==> config.mk <==
export PLATFORM = sky130hd
export DESIGN_NAME = ram_sdp_sync
export DESIGN_NICKNAME = d
export VERILOG_FILES = /design/src/rtl/ram_pkg.sv /design/src/rtl/ram_sdp_core.sv /design/src/rtl/ram_sdp_sync.sv
export SDC_FILE = /design/constraint.sdc
export NUM_CORES = 1
export LEC_CHECK = 0
export CAP_MARGIN = 20
export CORE_UTILIZATION = 45
export DETAILED_ROUTE_END_ITERATION = 12
export GPL_TIMING_DRIVEN = 0
export SLEW_MARGIN = 20
export SYNTH_ARGS = -nofsm -noshare
export SYNTH_HDL_FRONTEND = slang
export SYNTH_SLANG_ARGS = --single-unit
==> constraint.sdc <==
create_clock -name clock -period 3.1 [get_ports clock]
set_input_delay 0.465 -clock clock [delete_from_list [all_inputs] [get_ports clock]]
set_output_delay 0.465 -clock clock [all_outputs]
set_load 0.01 [all_outputs]
==> src/rtl/ram_pkg.sv <==
// ram_pkg: shared definitions for the simple dual-port synchronous RAM.
//   RDW_OLD_DATA / RDW_NEW_DATA : values for the RDW_MODE parameter
//   state_t                     : top-level clear/ready state encoding
package ram_pkg;

    localparam int RDW_OLD_DATA = 0;
    localparam int RDW_NEW_DATA = 1;

    typedef enum logic {
        ST_CLEAR = 1'b0,
        ST_READY = 1'b1
    } state_t;

endpackage

==> src/rtl/ram_sdp_core.sv <==
// ram_sdp_core: storage array with byte-masked write and a registered read.
// Ports:
//   clock, reset : clock and synchronous reset (reset only clears the read register)
//   we, waddr, wdata, wbe : write port; lane i written only when wbe[i]=1
//   re, raddr             : read port; rdata loads mem[raddr] on the edge sampling re=1
//   rdata                 : registered read data, holds when re=0
module ram_sdp_core
    import ram_pkg::*;
#(
    parameter int DATA_WIDTH = 8,
    parameter int ADDR_WIDTH = 6,
    parameter int BYTE_WIDTH = 8,
    parameter int RDW_MODE   = RDW_OLD_DATA
) (
    input  logic                             clock,
    input  logic                             reset,
    input  logic                             we,
    input  logic [ADDR_WIDTH-1:0]            waddr,
    input  logic [DATA_WIDTH-1:0]            wdata,
    input  logic [DATA_WIDTH/BYTE_WIDTH-1:0] wbe,
    input  logic                             re,
    input  logic [ADDR_WIDTH-1:0]            raddr,
    output logic [DATA_WIDTH-1:0]            rdata
);

    localparam int NB    = DATA_WIDTH / BYTE_WIDTH;
    localparam int DEPTH = 2 ** ADDR_WIDTH;

    logic [DATA_WIDTH-1:0] r_mem [DEPTH];
    logic [DATA_WIDTH-1:0] r_rdata;
    logic [DATA_WIDTH-1:0] w_old;
    logic [DATA_WIDTH-1:0] w_merged;

    // Merged word: the bytes being written this cycle replace the stored ones
    // when the write targets the word being read.
    always_comb begin
        w_old    = r_mem[raddr];
        w_merged = w_old;
        for (int i = 0; i < NB; i++) begin
            if (we && (waddr == raddr) && wbe[i]) begin
                w_merged[i*BYTE_WIDTH +: BYTE_WIDTH] = wdata[i*BYTE_WIDTH +: BYTE_WIDTH];
            end
        end
    end

    // Array has no reset so it can map onto block RAM.
    always_ff @(posedge clock) begin
        if (we) begin
            for (int i = 0; i < NB; i++) begin
                if (wbe[i]) begin
                    r_mem[waddr][i*BYTE_WIDTH +: BYTE_WIDTH] <= wdata[i*BYTE_WIDTH +: BYTE_WIDTH];
                end
            end
        end
    end

    always_ff @(posedge clock) begin
        if (reset) begin
            r_rdata <= '0;
        end else if (re) begin
            r_rdata <= (RDW_MODE == RDW_NEW_DATA) ? w_merged : w_old;
        end
    end

    assign rdata = r_rdata;

endmodule

==> src/rtl/ram_sdp_sync.sv <==
// ram_sdp_sync: single-clock simple dual-port RAM with optional clear-after-reset
// and optional output register.
// Ports:
//   clock, reset          : rising-edge clock, synchronous active-high reset
//   we, write_addr, data, be : write request, address, data, byte-lane enables
//   re, read_addr         : read request and address
//   q, q_valid            : read data and its one-cycle valid pulse
//   busy                  : clear sequence running; requests ignored
// Request semantics: a request is taken on any rising edge where it is high,
// reset is low and busy is low; there is no back-pressure. Each accepted read
// produces exactly one q_valid pulse 1+OUT_REG edges later, q updating with it.
module ram_sdp_sync
    import ram_pkg::*;
#(
    parameter int DATA_WIDTH     = 8,
    parameter int ADDR_WIDTH     = 6,
    parameter int BYTE_WIDTH     = 8,
    parameter int RDW_MODE       = RDW_OLD_DATA,
    parameter int OUT_REG        = 0,
    parameter int CLEAR_ON_RESET = 1
) (
    input  logic                             clock,
    input  logic                             reset,
    input  logic                             we,
    input  logic [ADDR_WIDTH-1:0]            write_addr,
    input  logic [DATA_WIDTH-1:0]            data,
    input  logic [DATA_WIDTH/BYTE_WIDTH-1:0] be,
    input  logic                             re,
    input  logic [ADDR_WIDTH-1:0]            read_addr,
    output logic [DATA_WIDTH-1:0]            q,
    output logic                             q_valid,
    output logic                             busy
);

    localparam int NB = DATA_WIDTH / BYTE_WIDTH;
    localparam logic [ADDR_WIDTH-1:0] LAST_ADDR = '1;

    state_t                  r_state;
    logic [ADDR_WIDTH-1:0]   r_cnt;
    logic                    r_busy;
    logic                    r_v1;

    logic                    w_clear;
    logic                    w_user;
    logic                    w_we;
    logic [ADDR_WIDTH-1:0]   w_waddr;
    logic [DATA_WIDTH-1:0]   w_wdata;
    logic [NB-1:0]           w_wbe;
    logic                    w_re;
    logic [DATA_WIDTH-1:0]   w_rdata;

    // Clear FSM: walks r_cnt over every address, then parks in ST_READY.
    always_ff @(posedge clock) begin
        if (reset) begin
            r_state <= (CLEAR_ON_RESET != 0) ? ST_CLEAR : ST_READY;
            r_busy  <= (CLEAR_ON_RESET != 0);
            r_cnt   <= '0;
        end else begin
            case (r_state)
                ST_CLEAR: begin
                    r_cnt <= r_cnt + ADDR_WIDTH'(1);
                    if (r_cnt == LAST_ADDR) begin
                        r_state <= ST_READY;
                        r_busy  <= 1'b0;
                    end
                end
                default: begin
                    r_state <= ST_READY;
                    r_busy  <= 1'b0;
                end
            endcase
        end
    end

    assign busy = r_busy;

    // Write port mux: the clear sequence owns the port while it runs.
    assign w_clear = (r_state == ST_CLEAR) && !reset;
    assign w_user  = (r_state == ST_READY) && !reset;
    assign w_we    = w_clear || (w_user && we);
    assign w_waddr = w_clear ? r_cnt : write_addr;
    assign w_wdata = w_clear ? '0 : data;
    assign w_wbe   = w_clear ? '1 : be;
    assign w_re    = w_user && re;

    ram_sdp_core #(
        .DATA_WIDTH (DATA_WIDTH),
        .ADDR_WIDTH (ADDR_WIDTH),
        .BYTE_WIDTH (BYTE_WIDTH),
        .RDW_MODE   (RDW_MODE)
    ) u_core (
        .clock (clock),
        .reset (reset),
        .we    (w_we),
        .waddr (w_waddr),
        .wdata (w_wdata),
        .wbe   (w_wbe),
        .re    (w_re),
        .raddr (read_addr),
        .rdata (w_rdata)
    );

    always_ff @(posedge clock) begin
        if (reset) begin
            r_v1 <= 1'b0;
        end else begin
            r_v1 <= w_re;
        end
    end

    generate
        if (OUT_REG != 0) begin : g_out_reg
            logic [DATA_WIDTH-1:0] r_q;
            logic                  r_v2;
            always_ff @(posedge clock) begin
                if (reset) begin
                    r_q  <= '0;
                    r_v2 <= 1'b0;
                end else begin
                    r_v2 <= r_v1;
                    if (r_v1) begin
                        r_q <= w_rdata;
                    end
                end
            end
            assign q       = r_q;
            assign q_valid = r_v2;
        end else begin : g_no_out_reg
            assign q       = w_rdata;
            assign q_valid = r_v1;
        end
    endgenerate

endmodule
==> flow_summary.json <==
{
  "postRouteWirelength_mm": 50.8,
  "initial_core_util_pct": 45.7,
  "hold_end": "u_core.rdata[5]",
  "first_iter_violations": 1094,
  "tns_ns": -10.40,
  "fin_worst_skew_ns": 0.0164,
  "worstHoldStart": "u_core.rdata[5]",
  "ant_nets": 0,
  "cts.sinks": 529,
  "place_hpwl_mm": 32.4,
  "ys_seq_area_share_pct": 75.7,
  "postPlaceCellArea_um2": 21900,
  "post_cts_buffers": 0,
  "place_congestion": 0.859,
  "rr_endpoint": "u_core.r_mem[52][5]",
  "insertion_delay_ns": 0.60,
  "numCtsBuffers": 55,
  "antenna_found_initial": 0,
  "ys_types": 48,
  "cts.reportedPaths.clkPinSlew_ns": 0.06,
  "grt_pass1_vias": 10400,
  "whs_ns": 0.502,
  "vias": 10400,
  "max_clock_freq_mhz": 297,
  "ff2ff_path_depth": 6,
  "timing.rr.start": "r_state",
  "p_leak_nw": 7.53,
  "root_buffer": "clkbuf_16",
  "peakVddDrop_mv": 0.422,
  "final_cell_area_um2": 23900,
  "cts_buffer_depth": 3,
  "num_rows": 78,
  "worst_pin_slew_ns": 1.31,
  "ys_warn_count": 0,
  "syn_area_um2": 20700,
  "diodes": 0,
  "fin_util_pct": 52.7,
  "coreArea_um2": 45400,
  "worst_slack_ns": -0.265,
  "slew_headroom_pct": 11.8,
  "dp.cells": 1650,
  "multiInputGateArea_um2": 4880,
  "power_mw": 15.2,
  "finalMaxSlewViolations": 0,
  "ios": 35,
  "h-tree-depth": 2,
  "path_cells": "clkdlybuf4s50_1 -> or2_1 -> buf_2 -> or3_1 -> o31ai_1 -> nand2_1 -> nor2_1",
  "die_area_um2": 47000,
  "die_w_um": 217,
  "die_h_um": 217,
  "end_kind": "flop",
  "pwr_density_cell_nw_per_um2": 634,
  "syn_avg_cell_area_um2": 20.5,
  "path_max_fanout": 9,
  "dr.pass1.iters": 5,
  "finalSetupViolations": 138,
  "via_per_inst": 5.96,
  "numPortBuffers": 31,
  "layout-drive-gt1-share_pct": 27.8,
  "hp-class": "reg2reg",
  "cp.required_ns": 3.31,
  "worstPathArrival_ns": 3.58,
  "postSynthCellCount": 1014,
  "wl_per_cell_um": 29.0,
  "crit_path_top_delay_cell": "nor2_1",
  "finalHoldViolCount": 0,
  "hold_path_depth": 2,
  "layout.nets": 1133,
  "final_cells": 1751,
  "period_minus_slack_ns": 3.37,
  "failed_checks": "negative setup slack",
  "fillCellCount": 3531,
  "rrSetupSlack_ns": -0.27,
  "cp-start-kind": "input port",
  "grt_setup_unrepaired": "yes",
  "post-route-period-util_pct": 109,
  "max_stage_delay_ns": 0.90,
  "track_usage_pct": 22.2,
  "ys_ff_latch": 529,
  "cap_viol_max_count": 0,
  "status": "finished, violations left",
  "pre_cts_ws_ns": -0.757,
  "cts_tree": "done",
  "ff_latch_area_um2": 15700,
  "drc": 0,
  "grt_pass1_wl_mm": 73.2,
  "syn_to_final_growth_pct": 15.3,
  "critical_path_class": "in2reg",
  "grt_max_degree": 65,
  "grt.overflow.total": 0,
  "synth_nets": 1040
}
## critical path: cells and delay by family
kind                   cells  cell delay [ns]
AO/OA/AOI/OAI              1             0.13
AND/OR/NAND/NOR            4             2.15
buffers and inverters      2             0.83
## how the worst max path moves through the flow
stage	startpoint	to	cells after the start
final	reset	u_core.r_mem[52][5]	7
after global routing	r_state	u_core.r_mem[52][0]	6
after CTS	r_state	u_core.r_mem[52][4]	6
after detailed placement	reset	u_core.r_mem[9][4]	7
after global placement	reset	u_core.r_mem[22][4]	5
after floorplan	reset	u_core.r_mem[45][0]	6
## where the power goes
part	internal [mW]	switching, mW
sequential	7.87	0.0116
combinational	0.295	0.504
clock	3.83	2.67
## cell type report
class                           count  area share [%]
Clock inverter                     19           0.617
Inverter                            2          0.0314
Multi-Input combinational cell    433            20.4
Buffer                             50            1.45
Sequential cell                   529            65.7
Timing Repair Buffer               36            1.81
Tap cell                          600            3.14
Clock buffer                       82            6.90
## synthesized netlist by cell type (all sizes together)
library cell  number  share of area [%]
and3               1              0.030
a211oi             1              0.036
nor3b              2              0.072
nand2             32               0.58
o31ai              3               0.11
nor2b              4               0.12
clkbuf            11               0.20
o21ai             26               0.63
a21oi              3              0.072
or3                4               0.12
mux2               4               0.22
inv                2              0.036
a32oi              1              0.042
or3b               1              0.042
xnor2              1              0.042
nand3b             7               0.25
and2               9               0.27
and4b              1              0.048
a22oi              7               0.28
ha                 1              0.060
mux2i             31                1.5
mux4             128                 14
nand4b             1              0.042
nand4bb            1              0.054
o31a               1              0.042
nand3             13               0.31
o22ai             18               0.54
dfxtp             17                1.6
buf               39                1.5
o221ai             8               0.34
nor4bb             1              0.048
o21a               4               0.14
or2                4               0.12
and3b              1              0.042
o21bai             3               0.11
edfxtp           512                 74
nand2b             7               0.21
nor2              94                1.7
xor2               3               0.13
a221oi             7               0.30
## logic make-up after synthesis
kind of cell | after synthesis | share of synthesized area (%)
AOI/OAI and AO/OA | 82 | 2.64
xor gates and xnor gates | 4 | 0.169
adders and majority gates | 1 | 0.0603
buffers and inverters | 52 | 1.71
DFF | 529 | 75.7
muxes | 163 | 15.6
and+or+nand+nor | 183 | 4.07
## placed cells by master (no fill, tap or decap), drive strengths merged, types with 13 or more instances in the layout
cell type        n
edfxtp         512
mux4           128
nor2            94
clkbuf          93
buf             44
nand2           32
mux2i           31
clkdlybuf4s50   31
o21ai           26
o22ai           18
dfxtp           17
clkinv          15
nand3           13
## metal layers
layer	part of all wire [%]	global-route usage, %
met1	44	32.5
met5	0	0
met2	47	33.5
met3	7.6	4.95
met4	2.2	6.29
## registers in the layout (all words and copies together), names as in the netlist
signal	cells
r_cnt	6
q_valid	1
busy	1
u_core.rdata	8
u_core.r_mem	512
r_state	1
## timing repair
item,4_1_cts,5_1_grt
pin swaps,0,0
hold buffers,0,0
endpoints found under the setup margin,268,230
resized for setup,35,28
(Power assumes the default switching activity.)
==> RTL edit, RTL diff (same settings) <==
`ADDR_WIDTH` is set to 6 in 2 places; all go to 5.
--- a/src/rtl/ram_sdp_core.sv
+++ b/src/rtl/ram_sdp_core.sv
@@ -10,3 +10,3 @@
     parameter int DATA_WIDTH = 8,
-    parameter int ADDR_WIDTH = 6,
+    parameter int ADDR_WIDTH = 5,
     parameter int BYTE_WIDTH = 8,
--- a/src/rtl/ram_sdp_sync.sv
+++ b/src/rtl/ram_sdp_sync.sv
@@ -15,3 +15,3 @@
     parameter int DATA_WIDTH     = 8,
-    parameter int ADDR_WIDTH     = 6,
+    parameter int ADDR_WIDTH     = 5,
     parameter int BYTE_WIDTH     = 8,
Interface: changed (resized read_addr and write_addr); port bits go from 35 to 33. The function was not compared with the original's and may differ.
==> RTL edit against the original RTL <==
Clock power decreased by 53%. Synthesized area decreased by 48%. Setup slack improved by 0.42 ns. Routed wire length decreased by 53%. Total power decreased by 50%. Cell area decreased by 48%. Highest routed layer unchanged. Count of clock-buffer cells in the layout decreased by 46. Sequential power decreased by 48%. Largest cell class unchanged. Sequential cell count decreased by 257.
==> RTL edit: results (changes against the original RTL) <==
stage	metric	value	unit	change
status	status	finished clean		was finished with violations
drt	post_drt_wl_per_cell	23.9	um	was 29.0 um
finish	final_layout_size_suffix_gt1_share	19.7	%	was 27.8%
logic_synthesis	synth_edf_count	256		was 512
setup_path	path_max_fanout	10		was 9
placed_design	port_buffers	30		was 31
cts	clkTransAtPathRegs	0.06	ns	about the same
cts	h-tree-depth	1		was 2
placed_design	hpwlAfterDp	15900	um	was 32400 um
grt	largest_net_degree_at_the_start_of_global_routing	33		was 65
hold_path	worstHoldPathType	reg -> reg		unchanged
power_and_ir_drop	cellLeakagePower	4.13	nW	was 7.53 nW
placed_design	gpl.final_weighted_congestion	0.821		was 0.859
drt	route.detailed.drc	0		unchanged
setup_path	cp_data_arrival_time	3.10	ns	was 3.58 ns
timing	fin_skew	0.0104	ns	was 0.0164 ns
logic_synthesis	muxShareOfSynthArea	14.9	%	was 15.6%
logic_synthesis	number_of_instances_in_the_synthesized_netlist	591		was 1014
grt	via_count_of_the_first_global_routing_pass	5713		was 10381
cts	numCtsBuffers	27		was 55
drt	wl	23800	um	was 50800 um
grt	grt.total_usage	20.0	%	was 22.2%
timing	fin_tns_setup	0	ns	was -10.40 ns
drt	routed-via-count	5585		was 10444
timing	maxSlewHeadroom	39.1	%	was 11.8%
setup_path	worst_path_dominant_cell_family	buffers and inverters		was simple AND/OR/NAND/NOR gates
drt	drt_first_iter_violations	466		was 1094
placed_design	place_ws	-0.784	ns	was -0.757 ns
logic_synthesis	synth-adder-area-share	0.231	%	was 0.0603%
logic_synthesis	synth_nets	616		was 1040
cts	clk_latency_worst_skew_pair	0.53	ns	was 0.60 ns
cts	cts-hold-fix-buffers	0		unchanged
placed_design	dp_cells	945		was 1650
cts	cts-root-buf	clkbuf_16		unchanged
finish	diodes	0		unchanged
grt	grt_first_pass_wirelength	35300	um	was 73200 um
grt	grt_antenna_before_repair	0		unchanged
drt	drt_pre_antenna_iters	5		unchanged
placed_design	dpl_cell_area	11700	sq um	was 21900 sq um
finish	regMostFlops	u_core.r_mem		unchanged
setup_path	cpPeakStageDelay	0.66	ns	was 0.90 ns
logic_synthesis	synth-async-reset-ratio	0	%	unchanged
power_and_ir_drop	worst_case_vdd_ir_drop	0.377	mV	was 0.422 mV
finish	final_nets	680		was 1133
cts	cts_buffer_depth	3		unchanged
logic_synthesis	synth-compound-area-share	4.66	%	was 2.64%
logic_synthesis	synth_top_cells_by_count	256 x edfxtp_1, 52 x mux2i_1, 45 x nor2_1, 32 x mux2_2, 30 x mux4_2		was 512 x edfxtp_1, 128 x mux4_2, 94 x nor2_1, 32 x nand2_1, 31 x mux2i_1
logic_synthesis	synth.distinct_cells	39		was 48
logic_synthesis	synth.area.top_cells	edfxtp_1 71%, mux4_2 6.2%, mux2i_1 4.8%		was edfxtp_1 74%, mux4_2 14%, nor2_1 1.7%
logic_synthesis	synth.yosys.seq_area_share	74.0	%	was 75.7%
logic_synthesis	ys.warnings.count	0		unchanged
logic_synthesis	synth_xor_xnor_area_share	0.243	%	was 0.169%
finish	largest_reg_flops	256		was 512
setup_path	critPathSlowestCell	nor2_1		unchanged
## RTL edit: changes by cell type in the layout (fill, tap and decap cells not counted), moves of 11 or more
cell / delta
edfxtp_1: -256
mux2_2: +28
nor2_2: -37
nor2_4: -12
clkbuf_8: -11
mux2i_1: +21
clkbuf_16: -30
o21ai_1: -14
o22ai_1: -18
mux4_2: -98
## RTL edit: final timing paths
check                      from                            to  slack [ns]  depth (start not counted)
max                       reset  u_core.r_mem[3][7]$_DFFE_PP_        0.16                          8
min           busy$_SDFFE_PP1P_             busy$_SDFFE_PP1P_        0.47                          1
max reg2reg  r_state$_SDFF_PP0_  u_core.r_mem[3][7]$_DFFE_PP_        0.21                          7
min reg2reg   busy$_SDFFE_PP1P_             busy$_SDFFE_PP1P_        0.47                          1
## RTL edit: final cells by class
type,count,area (sq um)
timing repair buffer,35,397
buffer,30,184
multi-input combinational,287,2680
sequential,272,8010
clock buffer,36,729
tap,319,399
inverter,2,7.51
fill,1895,11000
clock inverter,13,92.6
## RTL edit: what timing repair did
action                     CTS  global route
setup endpoints to repair   64            32
pin swaps                    0             0
buffers inserted             0             0
resized for setup            1             2
## RTL edit: layer usage
metal / track usage (%) / vias up / wire length, um
li1: - / 2505 / -
met1: 27.1 / 2869 / 10300
met2: 33.2 / 173 / 11600
met3: 3.41 / 38 / 1380
met4: 6.06 / 0 / 503
met5: 0 / - / 0
## RTL edit: worst register-to-register path, delay by kind of cell, from the launching register on
family                 cells  cell delay [ns]
buffers and inverters      2             0.87
and+or+nand+nor            4             1.18
AOI/OAI and AO/OA          1             0.15
DFF                        1             0.33
## RTL edit: power by group
| group | leakage (nW) | internal, mW | switching [mW] |
|---|---|---|---|
| registers | 2.47 | 4.05 | 0.0115 |
| logic | 1.26 | 0.175 | 0.276 |
| clock network | 0.396 | 1.73 | 1.31 |
